## config.mk

```make
export PLATFORM = sky130hd
export DESIGN_NAME = eeprom_flat
export DESIGN_NICKNAME = d
export VERILOG_FILES = /design/src/rtl/eeprom_if.sv /design/src/rtl/eeprom.sv /design/src/flat_wrapper.sv
export SDC_FILE = /design/constraint.sdc
export NUM_CORES = 1
export LEC_CHECK = 0
export BUFFER_PORTS_ARGS = -buffer_cell sky130_fd_sc_hd__buf_2
export CAP_MARGIN = 20
export CORE_ASPECT_RATIO = 1.75
export CORE_MARGIN = 2
export CORE_UTILIZATION = 55
export CTS_BUF_LIST = sky130_fd_sc_hd__clkbuf_4
export DETAILED_ROUTE_END_ITERATION = 6
export MAX_ROUTING_LAYER = met4
export PLACE_DENSITY = 0.81
export REMOVE_ABC_BUFFERS = 1
export SYNTH_ARGS = -nofsm -noshare
export SYNTH_HDL_FRONTEND = slang
export SYNTH_SLANG_ARGS = --single-unit
```

## constraint.sdc

```tcl
create_clock -name c -period 23.2 [get_ports c]
set_clock_uncertainty 0.1 [all_clocks]
set_input_delay 4.64 -clock c [delete_from_list [all_inputs] [get_ports c]]
set_output_delay 4.64 -clock c [all_outputs]
set_load 0.02 [all_outputs]
```

## src/rtl/eeprom_if.sv

```systemverilog
// Bus bundle for the word store: shared address, store/load strobes,
// write data and registered read data.
interface eeprom_if #(
    parameter int DATA_W = 32,
    parameter int ADDR_W = 4
);
    logic              str;
    logic              ld;
    logic [DATA_W-1:0] d_in;
    logic [ADDR_W-1:0] a;
    logic [DATA_W-1:0] d;

    modport master (output str, output ld, output d_in, output a, input d);
    modport slave  (input str, input ld, input d_in, input a, output d);
endinterface

```

## src/rtl/eeprom.sv

```systemverilog
// 16 x 32 program/constant store with a synchronous write port and a
// registered read port sharing one address; read data holds until next load.
module eeprom #(
    parameter int DATA_W = 32,
    parameter int ADDR_W = 4,
    parameter int DEPTH  = 16
) (
    input  logic   c,
    input  logic   rst,
    eeprom_if.slave bus
);
    logic [DATA_W-1:0] mem [DEPTH];
    logic [DATA_W-1:0] d_q;

    // Read samples mem before the write lands, giving read-before-write on a
    // shared address. The whole array clears on reset, so it stays in flops.
    always_ff @(posedge c or posedge rst) begin
        if (rst) begin
            d_q <= '0;
            for (int i = 0; i < DEPTH; i++) begin
                mem[i] <= '0;
            end
        end else begin
            if (bus.ld) begin
                d_q <= mem[bus.a];
            end
            if (bus.str) begin
                mem[bus.a] <= bus.d_in;
            end
        end
    end

    assign bus.d = d_q;
endmodule

```

## src/flat_wrapper.sv

```systemverilog
// flat-port wrapper written by rule: the top's interface ports become plain ports
module eeprom_flat 
#(
    parameter int DATA_W = 32,
    parameter int ADDR_W = 4,
    parameter int DEPTH  = 16
)
  (c, rst, bus_str, bus_ld, bus_d_in, bus_a, bus_d);
  eeprom_if #(.DATA_W(DATA_W), .ADDR_W(ADDR_W)) bus_i ();
  input  logic c;
  input  logic rst;
  input wire logic [$bits(bus_i.str)-1:0] bus_str;
  input wire logic [$bits(bus_i.ld)-1:0] bus_ld;
  input wire logic [$bits(bus_i.d_in)-1:0] bus_d_in;
  input wire logic [$bits(bus_i.a)-1:0] bus_a;
  output wire logic [$bits(bus_i.d)-1:0] bus_d;
  assign bus_i.str = bus_str;
  assign bus_i.ld = bus_ld;
  assign bus_i.d_in = bus_d_in;
  assign bus_i.a = bus_a;
  assign bus_d = bus_i.d;
  eeprom #(.DATA_W(DATA_W), .ADDR_W(ADDR_W), .DEPTH(DEPTH)) u_core (.c(c), .rst(rst), .bus(bus_i));
endmodule
```

==> impl_metrics.ini, run 1 <==
[grt]
track_usage = 0.268
grt_remaining_overflow = 0
grt_first_pass_wirelength_um = 90700
grt_max_degree = 147
antenna_found_initial = 2
grt_pass1_vias = 16400

[die]
core_mm2 = 0.0440
start_util = 0.554
die_y_um = 283
num_rows = 102
die_x_um = 163
io_pins = 72
die_area_mm2 = 0.0461

[final_layout]
layout-drive-gt1-share = 0.444
nNetsFinal = 1820
multi_input_comb_area_mm2 = 0.0101
instances_no_fill = 2429
synthToLayoutAreaGrowth_pct = 8.64
nFillCells = 3360
layout_common_cells = dfrtp_1 (544), mux2_2 (492), mux2i_1 (192), clkbuf_4 (165), buf_2 (69)
final_common_cell = dfrtp_1
seqCellArea_mm2 = 0.0136

[drt]
wirelength_um = 58300
num_vias = 15000
first_pass_iters = 5
viasPerCell = 6.17
wire_per_inst_um = 24.0
drt-initial-drc-count = 884
detail-route-antenna-nets = 0
drc = 0

[place]
gp_congestion = 0.785
placed_cells = 2230
hpwl_um = 34500
io_buffers = 71

[yosys]
synth_area_leaders = dfrtp_1 (56%), mux2_2 (23%), mux2i_1 (7.9%)
avgSynthCellArea_um2 = 14.3
syn-instance-count = 1701
synth.largest_area_cell = dfrtp_1
synth_top_cell_area_share = 0.558
synth_area_mm2 = 0.0244
ys_warn_count = 0
synthDistinctLibCells = 32
synth_seq_area_share = 0.558
synth_seq_cells = 544

[setup_path]
worst_ep_required_time_ns = 23.76
worst-path-stages = 7
crit_path_cell_trace = buf_8 -> buf_4 -> buf_4 -> mux4_2 -> a2bb2oi_1 -> nand3_1 -> a31oi_1
worst-setup-path-type = in2reg
startpoint = bus_a[0]
end_kind = flip-flop
r2r.worst_path.cells = 4
crit_top_cell = buf_4
r2r_slack_ns = 21.66
path_buf_inv = 3
critPathTopFamily = buffers and inverters
r2r_start = u_core.mem[96]$_DFFE_PP0P_
crit_arrival_ns = 7.98
timing.rr.end = u_core.bus.d[0]$_DFFE_PP0P_
cp_max_fo = 78
crit_path_top_delay_cell = buf_4
start_kind = primary input
cpPeakStageDelay_ns = 0.80
crit_end = u_core.bus.d[6]$_DFFE_PP0P_

[clock_tree]
clk_latency_ns = 0.83
cts_buffers = 118
clock_path_buffers = 3
cts_resized = 0
cts_tree = done
post_cts_buffers = 0
htree_levels = 3
cts_root_buf = clkbuf_4
cts_hold_buf = 0
clkTransAtPathRegs_ns = 0.07
cts.sinks = 544

[timing]
finalCriticalPeriod_ns = 7.42
drv_slew = 0
holdWs_ns = 0.389
setup_viol = 0
fmax_mhz = 135
finalCritPeriodShare = 0.320
tns_ns = 0
hold_violations = 0
slew_headroom = 0.377
worstMarginPinSlew_ns = 0.935
rsz0062_at_grt = no

[run_status]
status = finished, final reports clean

[hold_path]
hp-class = reg2reg
min_path_cells = 1

[job]
drv_cap = 0

[pwr]
powerDensity_mw_per_mm2 = 90.3
ir_drop_uv = 31.4
p_leak_nw = 11.9
## logic make-up after synthesis
group                  share of synthesized area
multiplexers                               0.345
flip-flops                                 0.558
buffers and inverters                     0.0334
AO/OA/AOI/OAI                             0.0398
AND/OR/NAND/NOR                           0.0237
## worst min-delay path by stage
stage | endpoint | start
4_1_cts | u_core.mem[55]$_DFFE_PP0P_ | u_core.mem[55]$_DFFE_PP0P_
5_1_grt | u_core.mem[184]$_DFFE_PP0P_ | u_core.mem[184]$_DFFE_PP0P_
6_report | u_core.mem[55]$_DFFE_PP0P_ | u_core.mem[55]$_DFFE_PP0P_
3_3_place_gp | u_core.mem[59]$_DFFE_PP0P_ | u_core.mem[59]$_DFFE_PP0P_
2_1_floorplan | u_core.mem[54]$_DFFE_PP0P_ | u_core.mem[54]$_DFFE_PP0P_
3_5_place_dp | u_core.mem[55]$_DFFE_PP0P_ | u_core.mem[55]$_DFFE_PP0P_
## power breakdown
part           switching (mW)  internal (mW)  total (mW)
registers               0.116           1.17        1.28
clock network           0.347          0.335       0.682
logic                   0.185          0.245       0.430
## final cells by class
class | instances | area share
sequential | 544 | 0.514
multi-input combinational | 1008 | 0.380
clock buffer | 165 | 0.0468
tap | 572 | 0.0270
timing repair buffer | 107 | 0.0266
clock inverter | 29 | 0.00524
inverter | 1 | 0.000425
antenna | 3 | 0.000283
## stage by stage
stage                     worst slack, ns  instance area (um^2)  power [mW]   util
final                               15.78                 26500        2.39  0.602
after global routing                15.67                 26500        2.52  0.602
after CTS                           15.83                 26400        2.41  0.600
after detailed placement            14.93                 25000        1.73  0.569
after global placement              15.01                 25000        1.69  0.568
after floorplan                      3.25                 23600        1.58      -
## per-layer routing
| layer | GRT usage | vias to the layer above | part of all wire |
|---|---|---|---|
| met5 | - | - | 0 |
| li1 | - | 6453 | - |
| met2 | 0.464 | 461 | 0.53 |
| met4 | 0.143 | 0 | 0.047 |
| met3 | 0.0499 | 181 | 0.050 |
| met1 | 0.290 | 7891 | 0.37 |
## registers in the layout (all words and copies together) (netlist names)
name and flops:
u_core.bus.d 32, u_core.mem 512
## synth_stat cells
cell,number
dfrtp_1,544
mux2_2,492
mux2i_1,192
nor2_1,73
o22ai_1,64
clkbuf_1,57
buf_2,42
buf_4,39
a31oi_1,32
mux4_2,32
mux2_1,20
a221oi_1,18
nand2_1,18
a2bb2oi_1,14
nand3_1,14
o21ai_0,14
buf_6,7
nand3b_1,5
o21ai_1,4
nand2b_1,3
nor3_2,3
buf_1,2
nand3_2,2
or3b_1,2
and2_1,1
clkbuf_4,1
inv_1,1
nor2_2,1
nor2b_1,1
nor3b_1,1
or3_1,1
or3b_2,1
## worst register-to-register path, delay by kind of cell, from the launching register on
family,cells,cell delay (ns)
simple gates,1,0.18
compound gates,2,0.25
flops,1,0.38
mux,1,0.48
(Power assumes the default switching activity.)
==> run 2: changes to the inputs <==
- clock period: 23.2 -> 7.4 ns (I/O delays scaled with it)
==> run 2 against run 1 <==
Against the previous run:
- critical path depth is 1 lower
- sequential power rose to 3.1 times the previous value
- routed wire length up 0.16%
- clock-buffer cell count up 17
- largest cell class unchanged
- first-iteration DRC count fell by 0.34%
- die area unchanged
- register-to-register slack worse by 16 ns
- final cell count is 0.49% higher
- flip-flop and latch count is the same
- clock power increased to 3.4 times the previous value
- critical endpoint is now u_core.bus.d[7]$_DFFE_PP0P_
- setup slack worse by 12 ns
==> impl_metrics.ini, run 2 (synthesis results as in run 1) <==
[pwr]
powerDensity_mw_per_mm2 = 289
p_total_mw = 7.69
swShare = 0.271
p_clk_frac = 0.303
p_leak_nw = 11.9
power.switching_mw = 2.08
seqPwrFrac = 0.522
combPwrFrac = 0.175
ir_drop_uv = 154
p_int_mw = 5.60

[setup_path]
worst-setup-path-type = in2reg
crit_arrival_ns = 4.34
cp_max_fo = 39
end_kind = flip-flop
worst_ep_required_time_ns = 8.06
start_kind = primary input

[drt]
num_vias = 14900
detail-route-antenna-nets = 0
wire_per_inst_um = 23.9
drt-initial-drc-count = 881
viasPerCell = 6.12
wirelength_um = 58400
first_pass_iters = 6
drc = 0

[die]
die_y_um = 283
die_x_um = 163
die_area_mm2 = 0.0461
io_pins = 72
core_mm2 = 0.0440
start_util = 0.554
num_rows = 102

[timing]
finalCriticalPeriod_ns = 3.68
hold_violations = 0
slew_headroom = 0.261
finalCritPeriodShare = 0.497
holdWs_ns = 0.395
drv_slew = 0
fmax_mhz = 272
rsz0062_at_grt = no
setup_viol = 0
worstMarginPinSlew_ns = 1.10

[clock_tree]
cts_root_buf = clkbuf_4
clkTransAtPathRegs_ns = 0.07
cts.sinks = 544
cts_resized = 0
clk_latency_ns = 0.85
cts_tree = done
cts_hold_buf = 0
cts_buffers = 118
post_cts_buffers = 0
htree_levels = 3
clock_path_buffers = 3

[place]
placed_cells = 2224
placed_cell_area_mm2 = 0.0250
gp_congestion = 0.770
hpwl_um = 33900
io_buffers = 71

[final_layout]
utilization = 0.605
instances_no_fill = 2441
regMostFlops = u_core.mem
final_common_cell = dfrtp_1
layout-drive-gt1-share = 0.450
largest_reg_flops = 512
fin_area_mm2 = 0.0266
synthToLayoutAreaGrowth_pct = 9.23
nNetsFinal = 1814
layout_common_cells = dfrtp_1 (544), mux2_2 (492), mux2i_1 (192), clkbuf_4 (182), buf_2 (69)

[hold_path]
hp-class = reg2reg

[grt]
track_usage = 0.268
grt_pass1_vias = 16000
grt_remaining_overflow = 0
grt_max_degree = 148
antenna_found_initial = 3
grt_first_pass_wirelength_um = 90700

[run_status]
status = finished, final reports clean

[job]
drv_cap = 0
## run 2: cell count changes in the layout (fill, tap and decap cells not counted), moves of 2 or more
| cell | previous run | this run |
|---|---|---|
| clkbuf_4 | 165 | 182 |
| buf_4 | 33 | 24 |
| buf_12 | 0 | 5 |
| clkinv_2 | 3 | 7 |
| clkinv_1 | 23 | 20 |
| buf_16 | 3 | 1 |
| inv_2 | 2 | 0 |
## run 2: final timing paths
path / from / endpoint / slack (ns) / depth (start not counted)
min reg2reg: u_core.mem[372]$_DFFE_PP0P_ / u_core.mem[372]$_DFFE_PP0P_ / 0.39 / 1
min in group asynchronous: rst / u_core.mem[304]$_DFFE_PP0P_ / 0.70 / 2
max: bus_a[3] / u_core.bus.d[7]$_DFFE_PP0P_ / 3.72 / 6
max reg2reg: u_core.mem[227]$_DFFE_PP0P_ / u_core.bus.d[3]$_DFFE_PP0P_ / 5.83 / 3
max in group asynchronous: rst / u_core.mem[491]$_DFFE_PP0P_ / 4.99 / 4
min: u_core.mem[372]$_DFFE_PP0P_ / u_core.mem[372]$_DFFE_PP0P_ / 0.39 / 1
## run 2: cell type report
| cell class | count | area, um^2 |
|---|---|---|
| Antenna cell | 3 | 7.51 |
| Clock buffer | 182 | 1370 |
| Clock inverter | 30 | 178 |
| Fill cell | 3295 | 17400 |
| Inverter | 1 | 11.3 |
| Multi-Input combinational cell | 1008 | 10100 |
| Sequential cell | 544 | 13600 |
| Tap cell | 572 | 716 |
| Timing Repair Buffer | 101 | 683 |
## run 2: power by group through the flow
stage | Clock (mW) | Sequential (mW) | Combinational [mW]
after floorplan | 0 | 3.98 | 0.988
after global placement | 0 | 4.00 | 1.29
after detailed placement | 0 | 4.06 | 1.35
after CTS | 2.38 | 4.01 | 1.35
after global routing | 2.53 | 4.08 | 1.46
final | 2.33 | 4.02 | 1.34
## run 2: metal layers
metal / track usage / share of wire / vias to the layer above
met5: - / 0 / -
met4: 0.117 / 0.034 / 0
met3: 0.0504 / 0.046 / 159
met2: 0.463 / 0.54 / 440
met1: 0.302 / 0.38 / 7882
li1: - / - / 6446
## run 2: stage by stage
step	setup TNS, ns	setup WS, ns
floorplan	-5106.60	-9.39
global placement	0	2.98
detailed placement	0	2.81
CTS	0	3.72
global route	0	3.69
finish	0	3.72
## run 2: worst max-delay path, stage by stage
cell	delay (ns)
buf_4	0.44
buf_4	0.66
nand3b_1	0.90
o22ai_1	0.50
nor2_1	0.11
a31oi_1	0.17
==> run 3: changes to the inputs <==
- clock period: 7.4 -> 3.6 ns (I/O delays scaled with it)
==> run 3 against run 2 <==
Against the previous run:
- clock power rose by 100%
- register-to-register slack got worse by 3.8 ns
- combinational power rose by 110%
- routed wire length fell by 1.3%
- critical path type is now reg2out
- critical endpoint is now bus_d[6]
- largest power group unchanged
==> impl_metrics.ini, run 3 (synthesis results as in run 1) <==
[run_status]
status = finished, final reports clean

[final_layout]
largest_reg_flops = 512
layout-drive-gt1-share = 0.454
layout_common_cells = dfrtp_1 (544), mux2_2 (492), mux2i_1 (192), clkbuf_4 (170), buf_2 (69)
synthToLayoutAreaGrowth_pct = 11.1
seqCellArea_mm2 = 0.0136
utilization = 0.615
regMostFlops = u_core.mem
nFillCells = 3326
final_common_cell = dfrtp_1
nNetsFinal = 1858
multi_input_comb_area_mm2 = 0.0101

[clock_tree]
htree_levels = 3
post_cts_buffers = 0
cts_resized = 0
clock_path_buffers = 3
clkTransAtPathRegs_ns = 0.07
cts_buffers = 120
cts.sinks = 544
cts_tree = done
cts_hold_buf = 1
clk_latency_ns = 0.89
cts_root_buf = clkbuf_4

[setup_path]
path_buf_inv = 1
critPathTopFamily = flip-flops
crit_path_top_delay_cell = dfrtp_1
start_kind = flip-flop
worst_ep_required_time_ns = 2.78
cpPeakStageDelay_ns = 0.42
worst-setup-path-type = reg2out
end_kind = output port
crit_arrival_ns = 1.49
crit_path_cell_trace = buf_2
cp_max_fo = 2

[grt]
track_usage = 0.267
gr-usage-met1 = 0.289
grt_max_degree = 123
busiest_layer = met2
use_met2 = 0.476
grt_remaining_overflow = 0
grt_first_pass_wirelength_um = 91000
antenna_found_initial = 2
grt_pass1_vias = 16500
use_met3 = 0.0444

[timing]
finalCritPeriodShare = 0.642
finalCriticalPeriod_ns = 2.31
holdWs_ns = 0.191
layout_setup_ws_ns = 1.29
slew_headroom = 0.358
hold_violations = 0
fmax_mhz = 433
rsz0062_at_grt = no
drv_slew = 0
worstMarginPinSlew_ns = 0.963
setup_viol = 0

[die]
die_x_um = 163
die_area_mm2 = 0.0461
core_mm2 = 0.0440
start_util = 0.554
num_rows = 102
die_y_um = 283
io_pins = 72

[pwr]
powerDensity_mw_per_mm2 = 584
ir_drop_uv = 319
p_leak_nw = 12.2

[place]
hpwl_um = 36600
dp_slack_ns = 0.680
gp_congestion = 0.810
io_buffers = 71

[drt]
wirelength_um = 57600
viasPerCell = 6.05
wire_per_inst_um = 23.1
drc = 0
first_pass_iters = 6
drt-initial-drc-count = 763
detail-route-antenna-nets = 0
num_vias = 15100

[job]
drv_cap = 0

[hold_path]
hp-class = in2reg
==> run 3: cell count changes in the layout (fill, tap and decap cells not counted), sizes merged, moves of 2 or more <==
| cell | previous run | this run |
|---|---|---|
| buf | 101 | 142 |
| clkbuf | 182 | 170 |
| clkinv | 27 | 44 |
| clkinvlp | 1 | 4 |
| inv | 1 | 3 |
==> run 3: per-stage QoR <==
stage | power [mW] | instances | cell area (um^2) | setup TNS, ns
global placement | 11.0 | 2267 | 25500 | 0
global route | 16.6 | 2494 | 27100 | 0
CTS | 15.9 | 2490 | 27100 | 0
floorplan | 10.2 | 1553 | 23600 | -6760.36
detailed placement | 11.2 | 2267 | 25500 | 0
finish | 15.8 | 2494 | 27100 | 0
==> run 3: final timing paths <==
check	from	slack, ns	endpoint	depth (start not counted)
max in group asynchronous	rst	2.00	u_core.mem[370]$_DFFE_PP0P_	4
max reg2reg	u_core.mem[244]$_DFFE_PP0P_	2.02	u_core.bus.d[20]$_DFFE_PP0P_	3
max	u_core.bus.d[6]$_DFFE_PP0P_	1.29	bus_d[6]	1
min reg2reg	u_core.mem[374]$_DFFE_PP0P_	0.39	u_core.mem[374]$_DFFE_PP0P_	1
min	bus_d_in[5]	0.19	u_core.mem[197]$_DFFE_PP0P_	2
min in group asynchronous	rst	0.50	u_core.mem[5]$_DFFE_PP0P_	3
==> run 3: layer usage <==
layer / vias up / part of all wire
li1: 6555 / -
met3: 130 / 0.042
met2: 452 / 0.55
met1: 7944 / 0.37
met5: - / 0
met4: 0 / 0.037
==> run 3: cell type report <==
class,count,area share
clock inverter,52,0.0104
antenna,4,0.000370
sequential,544,0.503
inverter,1,0.000416
timing repair buffer,143,0.0410
tap,572,0.0264
multi-input combinational,1008,0.371
clock buffer,170,0.0471
==> run 3: report_power, final <==
group / total, mW / internal, mW / leakage, nW / switching (mW)
Clock: 4.73 / 2.34 / 0.901 / 2.39
Combinational: 2.85 / 1.61 / 4.60 / 1.23
Sequential: 8.24 / 7.51 / 6.65 / 0.735
